## src/rtl/hazard_ctrl_pkg.sv

```systemverilog
// Shared encodings for the pipeline hazard controller: FSM states,
// forward-select codes and the stall-need levels, plus the helper that
// turns producer matches into an EX operand select.
package hazard_ctrl_pkg;

  typedef enum logic {
    ST_RUN  = 1'b0,
    ST_HOLD = 1'b1
  } state_t;

  localparam logic [1:0] FWD_REG = 2'b00;
  localparam logic [1:0] FWD_WB  = 2'b01;
  localparam logic [1:0] FWD_MEM = 2'b10;

  localparam logic [1:0] NEED_NONE = 2'd0;
  localparam logic [1:0] NEED_ONE  = 2'd1;
  localparam logic [1:0] NEED_TWO  = 2'd2;

  // A non-load producer one stage ahead is closest and wins; otherwise the
  // producer two stages ahead; otherwise the register file value is fine.
  function automatic logic [1:0] fwd_sel(input logic ex_alu_hit, input logic mem_hit);
    if (ex_alu_hit) begin
      return FWD_MEM;
    end
    if (mem_hit) begin
      return FWD_WB;
    end
    return FWD_REG;
  endfunction

endpackage

```

## src/rtl/hazard_ctrl_reg_match.sv

```systemverilog
// Combinational index comparator for one source/producer pair. x0 and
// unused sources never match, and a producer that does not write a register
// never matches.
module hazard_ctrl_reg_match #(
  parameter int W = 5
) (
  input  logic [W-1:0] src,
  input  logic         use_src,
  input  logic [W-1:0] dst,
  input  logic         wr_en,
  output logic         hit
);

  assign hit = use_src && wr_en && (src != '0) && (src == dst);

endmodule

```

## src/rtl/hazard_ctrl.sv

```systemverilog
// Pipeline hazard controller for the 5-stage core: stall, flush and
// forward-select generation plus a stall-cycle performance counter.
// Build option: define FORWARD_EN to enable the forwarding network, in which
// case only load-use hazards stall (one bubble). Without it every RAW hazard
// stalls until the producer reaches WB and the forward selects stay 00.
module hazard_ctrl
  import hazard_ctrl_pkg::*;
#(
  parameter int REG_ADDR_W = 5,
  parameter int CNT_W      = 32
) (
  input  logic                  clk,
  input  logic                  rst_n,
  input  logic [REG_ADDR_W-1:0] i_Rs1D,
  input  logic [REG_ADDR_W-1:0] i_Rs2D,
  input  logic                  i_UseRs1D,
  input  logic                  i_UseRs2D,
  input  logic [REG_ADDR_W-1:0] i_RdE,
  input  logic                  i_RegWrE,
  input  logic                  i_LoadE,
  input  logic [REG_ADDR_W-1:0] i_RdM,
  input  logic                  i_RegWrM,
  input  logic                  i_Boj,
  output logic                  o_StallF,
  output logic                  o_StallD,
  output logic                  o_FlushD,
  output logic                  o_FlushE,
  output logic [1:0]            o_Fwd1E,
  output logic [1:0]            o_Fwd2E,
  output logic [CNT_W-1:0]      o_StallCnt
);

  logic       hit1_e, hit2_e, hit1_m, hit2_m;
  logic       ex_hit, mem_hit;
  logic [1:0] need;
  state_t     state, state_next;
  logic [1:0] cnt, cnt_next;

  hazard_ctrl_reg_match #(.W(REG_ADDR_W)) u_match_1e (
    .src(i_Rs1D), .use_src(i_UseRs1D), .dst(i_RdE), .wr_en(i_RegWrE), .hit(hit1_e)
  );
  hazard_ctrl_reg_match #(.W(REG_ADDR_W)) u_match_2e (
    .src(i_Rs2D), .use_src(i_UseRs2D), .dst(i_RdE), .wr_en(i_RegWrE), .hit(hit2_e)
  );
  hazard_ctrl_reg_match #(.W(REG_ADDR_W)) u_match_1m (
    .src(i_Rs1D), .use_src(i_UseRs1D), .dst(i_RdM), .wr_en(i_RegWrM), .hit(hit1_m)
  );
  hazard_ctrl_reg_match #(.W(REG_ADDR_W)) u_match_2m (
    .src(i_Rs2D), .use_src(i_UseRs2D), .dst(i_RdM), .wr_en(i_RegWrM), .hit(hit2_m)
  );

  assign ex_hit  = hit1_e | hit2_e;
  assign mem_hit = hit1_m | hit2_m;

  // How many stall cycles the instruction in ID needs before it may enter EX.
  always_comb begin
    need = NEED_NONE;
`ifdef FORWARD_EN
    if (ex_hit && i_LoadE) begin
      need = NEED_ONE;
    end
`else
    if (ex_hit) begin
      need = NEED_TWO;
    end else if (mem_hit) begin
      need = NEED_ONE;
    end
`endif
  end

  // State and hold down-counter; reset drops straight back to RUN.
  always_ff @(posedge clk or posedge rst_n) begin
    if (rst_n) begin
      state <= ST_RUN;
      cnt   <= '0;
    end else begin
      state <= state_next;
      cnt   <= cnt_next;
    end
  end

  // Next state and stall/flush outputs; a taken branch/jump overrides any
  // stall because the ID instruction is on the wrong path.
  always_comb begin
    state_next = state;
    cnt_next   = cnt;
    o_StallF   = 1'b0;
    o_StallD   = 1'b0;
    o_FlushD   = 1'b0;
    o_FlushE   = 1'b0;
    if (!rst_n) begin
      if (i_Boj) begin
        o_FlushD   = 1'b1;
        o_FlushE   = 1'b1;
        cnt_next   = '0;
        state_next = ST_RUN;
      end else begin
        case (state)
          ST_RUN: begin
            if (need != NEED_NONE) begin
              o_StallF = 1'b1;
              o_StallD = 1'b1;
              o_FlushE = 1'b1;
              if (need == NEED_TWO) begin
                cnt_next   = 2'd1;
                state_next = ST_HOLD;
              end
            end
          end
          ST_HOLD: begin
            o_StallF = 1'b1;
            o_StallD = 1'b1;
            o_FlushE = 1'b1;
            if (cnt > 2'd1) begin
              cnt_next = cnt - 2'd1;
            end else begin
              cnt_next   = '0;
              state_next = ST_RUN;
            end
          end
          default: begin
            cnt_next   = '0;
            state_next = ST_RUN;
          end
        endcase
      end
    end
  end

`ifdef FORWARD_EN
  // Forward selects for the instruction entering EX; a bubble gets 00.
  always_ff @(posedge clk or posedge rst_n) begin
    if (rst_n) begin
      o_Fwd1E <= FWD_REG;
      o_Fwd2E <= FWD_REG;
    end else if (o_FlushE || o_StallD) begin
      o_Fwd1E <= FWD_REG;
      o_Fwd2E <= FWD_REG;
    end else begin
      o_Fwd1E <= fwd_sel(hit1_e && !i_LoadE, hit1_m);
      o_Fwd2E <= fwd_sel(hit2_e && !i_LoadE, hit2_m);
    end
  end
`else
  // Without forwarding EX always reads the register file; the load flag
  // only matters for forwarding, so it is deliberately left unused here.
  logic unused_load;
  assign unused_load = i_LoadE;
  assign o_Fwd1E     = FWD_REG;
  assign o_Fwd2E     = FWD_REG;
`endif

  // Count every cycle the IF-ID register is held; wraps naturally.
  always_ff @(posedge clk or posedge rst_n) begin
    if (rst_n) begin
      o_StallCnt <= '0;
    end else if (o_StallD) begin
      o_StallCnt <= o_StallCnt + CNT_W'(1);
    end
  end

endmodule

```

## config.mk

```make
export PLATFORM = sky130hd
export DESIGN_NAME = hazard_ctrl
export DESIGN_NICKNAME = d
export VERILOG_FILES = /design/src/rtl/hazard_ctrl_pkg.sv /design/src/rtl/hazard_ctrl_reg_match.sv /design/src/rtl/hazard_ctrl.sv
export SDC_FILE = /design/constraint.sdc
export NUM_CORES = 1
export LEC_CHECK = 0
export CAP_MARGIN = 15
export CORE_ASPECT_RATIO = 0.8
export CORE_MARGIN = 3
export CORE_UTILIZATION = 33
export DETAILED_ROUTE_END_ITERATION = 6
export SLEW_MARGIN = 30
export SYNTH_ARGS = -nofsm -noshare
export SYNTH_HDL_FRONTEND = slang
export SYNTH_SLANG_ARGS = --single-unit
```

## constraint.sdc

```tcl
create_clock -name clk -period 2.88 [get_ports clk]
set_input_delay 0.432 -clock clk [delete_from_list [all_inputs] [get_ports clk]]
set_output_delay 0.432 -clock clk [all_outputs]
set_load 0.005 [all_outputs]
```

==> load_flow_metrics.sql <==
INSERT INTO impl_metrics (metric_group, metric, value, unit) VALUES
('status', 'outcome', 'finished, final reports clean', ''),
('worst_setup_path', 'worst-path-buf-inv', '8', ''),
('global_route', 'globalRoute.totalOverflow', '0', ''),
('logic_synthesis', 'seq_area_frac_synth', '0.383', ''),
('die', 'design.die.area', '7970', 'um^2'),
('die', 'floorplan.rows', '26', ''),
('global_route', 'grt_max_degree', '33', ''),
('job', 'cap_violations', '0', ''),
('worst_setup_path', 'worst_endpoint_data_arrival_time', '2940', 'ps'),
('logic_synthesis', 'asyncSetResetFlopFracSynth', '1.00', ''),
('worst_setup_path', 'cpMaxStageDelayCell', 'sky130_fd_sc_hd__or4_4', ''),
('pwr', 'cellPowerDensity', '361', 'nW/um^2'),
('global_route', 'grt_antenna_before_repair', '0', ''),
('logic_synthesis', 'synthCells', '217', ''),
('final_layout', 'antenna_cells_inserted', '0', ''),
('clocking', 'worst_skew_pair.late_latency', '290', 'ps'),
('clocking', 'cts_buffers', '5', ''),
('pwr', 'switchingPower', '291', 'uW'),
('pwr', 'ir_drop_worst_vdd', '173', 'uV'),
('final_layout', 'mostFrequentLayoutCell', 'sky130_fd_sc_hd__clkdlybuf4s50_1', ''),
('clocking', 'path_clk_slew', '70', 'ps'),
('route', 'wire_per_inst', '14.9', 'um'),
('final_layout', 'share_of_cells_above_drive_strength_1', '0.223', ''),
('hold_path', 'min_path_type', 'flip-flop to flip-flop', ''),
('die', 'starting_utilization_of_the_core_area', '0.350', ''),
('sta', 'finalHoldViolations', '0', ''),
('logic_synthesis', 'ys_ff_latch', '35', ''),
('pwr', 'p_comb_frac', '0.163', ''),
('placed_design', 'routabilityCongestion', '0.806', ''),
('worst_setup_path', 'timing.critical_path.max_delay_family', 'buffers and inverters', ''),
('route', 'num_vias', '1903', ''),
('worst_setup_path', 'cp_max_fo', '2', ''),
('route', 'drtAntennaViolNets', '0', ''),
('worst_setup_path', 'worst_ep_required_time', '3050', 'ps'),
('route', 'drcViolationCount', '0', ''),
('sta', 'timing.hold.ws', '490', 'ps'),
('pwr', 'power_leakage', '1.45', 'nW'),
('route', 'vias_per_cell', '4.96', ''),
('global_route', 'grt_first_pass_wirelength', '9690', 'um'),
('clocking', 'tritoncts', 'done', ''),
('logic_synthesis', 'syn-mean-instance-area', '10.5', 'um^2'),
('sta', 'finalCritPeriodShare', '0.959', ''),
('clocking', 'h_tree_levels', '2', ''),
('clocking', 'clock_tree.buffer_depth', '2', ''),
('die', 'placeable_area', '6540', 'um^2'),
('pwr', 'power_frac_clock', '0.394', ''),
('sta', 'timing.slew.headroom', '0.602', ''),
('logic_synthesis', 'post_synth_edffs', '0', ''),
('route', 'detail_route.first_pass.iterations', '4', ''),
('worst_setup_path', 'critical-path-top-cell-by-count', 'sky130_fd_sc_hd__buf_4', ''),
('global_route', 'grt.total_usage', '0.151', ''),
('worst_setup_path', 'critical_path_cell_list', 'clkdlybuf4s50_1 > or4_4 > nor2_2 > nor4_1 > a311o_2 > o21ai_2 > buf_4 > buf_4 > buf_4 > buf_4 > buf_4 > buf_4 > buf_4 > mux2_1', ''),
('die', 'die_h', '80.4', 'um'),
('clocking', 'clkSinkCount', '35', ''),
('worst_setup_path', 'criticalPathCategory', 'input pin to flip-flop', ''),
('logic_synthesis', 'ys_types', '33', ''),
('logic_synthesis', 'yosys_warnings', '0', ''),
('final_layout', 'area_growth', '43.0', '%'),
('worst_setup_path', 'critical_path.startpoint_type', 'input pin', ''),
('sta', 'clock.fmax', '362', 'MHz'),
('final_layout', 'finish.net_count', '328', ''),
('pwr', 'total_power', '1.18', 'mW'),
('sta', 'final.setup_skew', '8.16', 'ps'),
('sta', 'slew_violations', '0', ''),
('final_layout', 'layout_common_cells', 'sky130_fd_sc_hd__clkdlybuf4s50_1 (54), sky130_fd_sc_hd__xnor2_1 (39), sky130_fd_sc_hd__dfrtp_1 (35)', ''),
('die', 'die_w', '99.1', 'um'),
('route', 'route.final.wire_length', '5730', 'um'),
('placed_design', 'detailedPlacementHpwl', '4250', 'um'),
('sta', 'rsz0062_at_grt', 'no', ''),
('global_route', 'grt_pass1_vias', '1882', ''),
('pwr', 'swShare', '0.247', '');
path summary, 6_finish.rpt:
kind	from	to	slack [ps]	cells after the start
setup / recovery	i_Rs1D[2]	o_StallCnt[1]	120	14
hold / removal	o_StallCnt[10]	o_StallCnt[10]	490	1
setup reg to reg	o_StallCnt[7]	o_StallCnt[31]	620	6
hold reg to reg	o_StallCnt[10]	o_StallCnt[10]	490	1
max in group asynchronous	rst_n	o_StallCnt[4]	1580	3
min in group asynchronous	rst_n	o_StallCnt[31]	610	2
power by group through the flow:
stage | sequential [mW] | clock (mW) | combinational [mW]
after CTS | 0.524 | 0.480 | 0.193
after global routing | 0.526 | 0.502 | 0.211
after detailed placement | 0.533 | 0 | 0.190
after global placement | 0.533 | 0 | 0.187
final | 0.523 | 0.465 | 0.193
after floorplan | 0.530 | 0 | 0.0859
cell families (layout without fill, tap and decap cells):
logic type,count (synthesis),count (layout),share of synthesized area
simple gates,65,65,0.151
xor+xnor,51,51,0.195
compound gates,41,41,0.200
flops,35,35,0.383
buf+inv,22,102,0.0591
fa+ha+maj,1,1,0.00547
other cells,1,4,0.00164
mux,1,1,0.00493
metal layers:
metal,part of all wire,track usage
met1,0.52,0.224
met2,0.43,0.223
met3,0.036,0.0313
met4,0.011,0.0368
met5,0,0
layout make-up:
cell class,count,area [um^2],share of cell area
tap,84,105,0.0321
multi-input combinational,163,1320,0.404
clock inverter,2,35.0,0.0107
timing repair buffer,88,828,0.253
clock buffer,6,82.6,0.0253
sequential,35,876,0.268
inverter,6,22.5,0.00689
flip-flops by register name, summed over array words and instances (netlist names):
signal	count
cnt	2
o_StallCnt	32
state	1
synthesized netlist by cell type, types with 5 or more instances:
| cell type | n | area (um^2) |
|---|---|---|
| sky130_fd_sc_hd__nand4_1 | 5 | 31.3 |
| sky130_fd_sc_hd__o2111ai_1 | 5 | 43.8 |
| sky130_fd_sc_hd__xnor2_1 | 39 | 342 |
| sky130_fd_sc_hd__nor2_1 | 14 | 52.6 |
| sky130_fd_sc_hd__nand3_1 | 7 | 35.0 |
| sky130_fd_sc_hd__and3_1 | 14 | 87.6 |
| sky130_fd_sc_hd__nand2_1 | 11 | 41.3 |
| sky130_fd_sc_hd__inv_1 | 6 | 22.5 |
| sky130_fd_sc_hd__o211ai_2 | 16 | 200 |
| sky130_fd_sc_hd__buf_4 | 5 | 37.5 |
| sky130_fd_sc_hd__xor2_1 | 12 | 105 |
| sky130_fd_sc_hd__o2111ai_2 | 9 | 135 |
| sky130_fd_sc_hd__dfrtp_1 | 35 | 876 |
worst reg2reg max path: cells and delay by family (launching register included):
family	cells	cell delay [ps]
AND/OR/NAND/NOR	4	1220
XOR/XNOR	1	190
AO/OA/AOI/OAI	1	280
flip-flops	1	450
timing repair:
| item | 4_1_cts | 5_1_grt |
|---|---|---|
| resized for setup | 3 | 8 |
| hold buffers | 0 | 0 |
| setup buffers | 7 | 2 |
| pin swaps | 3 | 7 |
| endpoints found under the setup margin | 3 | 4 |
per-stage QoR:
step	instance area, um^2	util	setup slack [ps]	cells	setup TNS [ps]
after floorplan	2300	-	524	220	0
after global placement	3060	0.468	-180	367	-473
after detailed placement	3060	0.468	-209	367	-592
after CTS	3230	0.494	-114	382	-114
after global routing	3270	0.500	4.69	384	0
final	3270	0.500	118	384	0
Note: power is estimated with default switching activity, not from simulation.
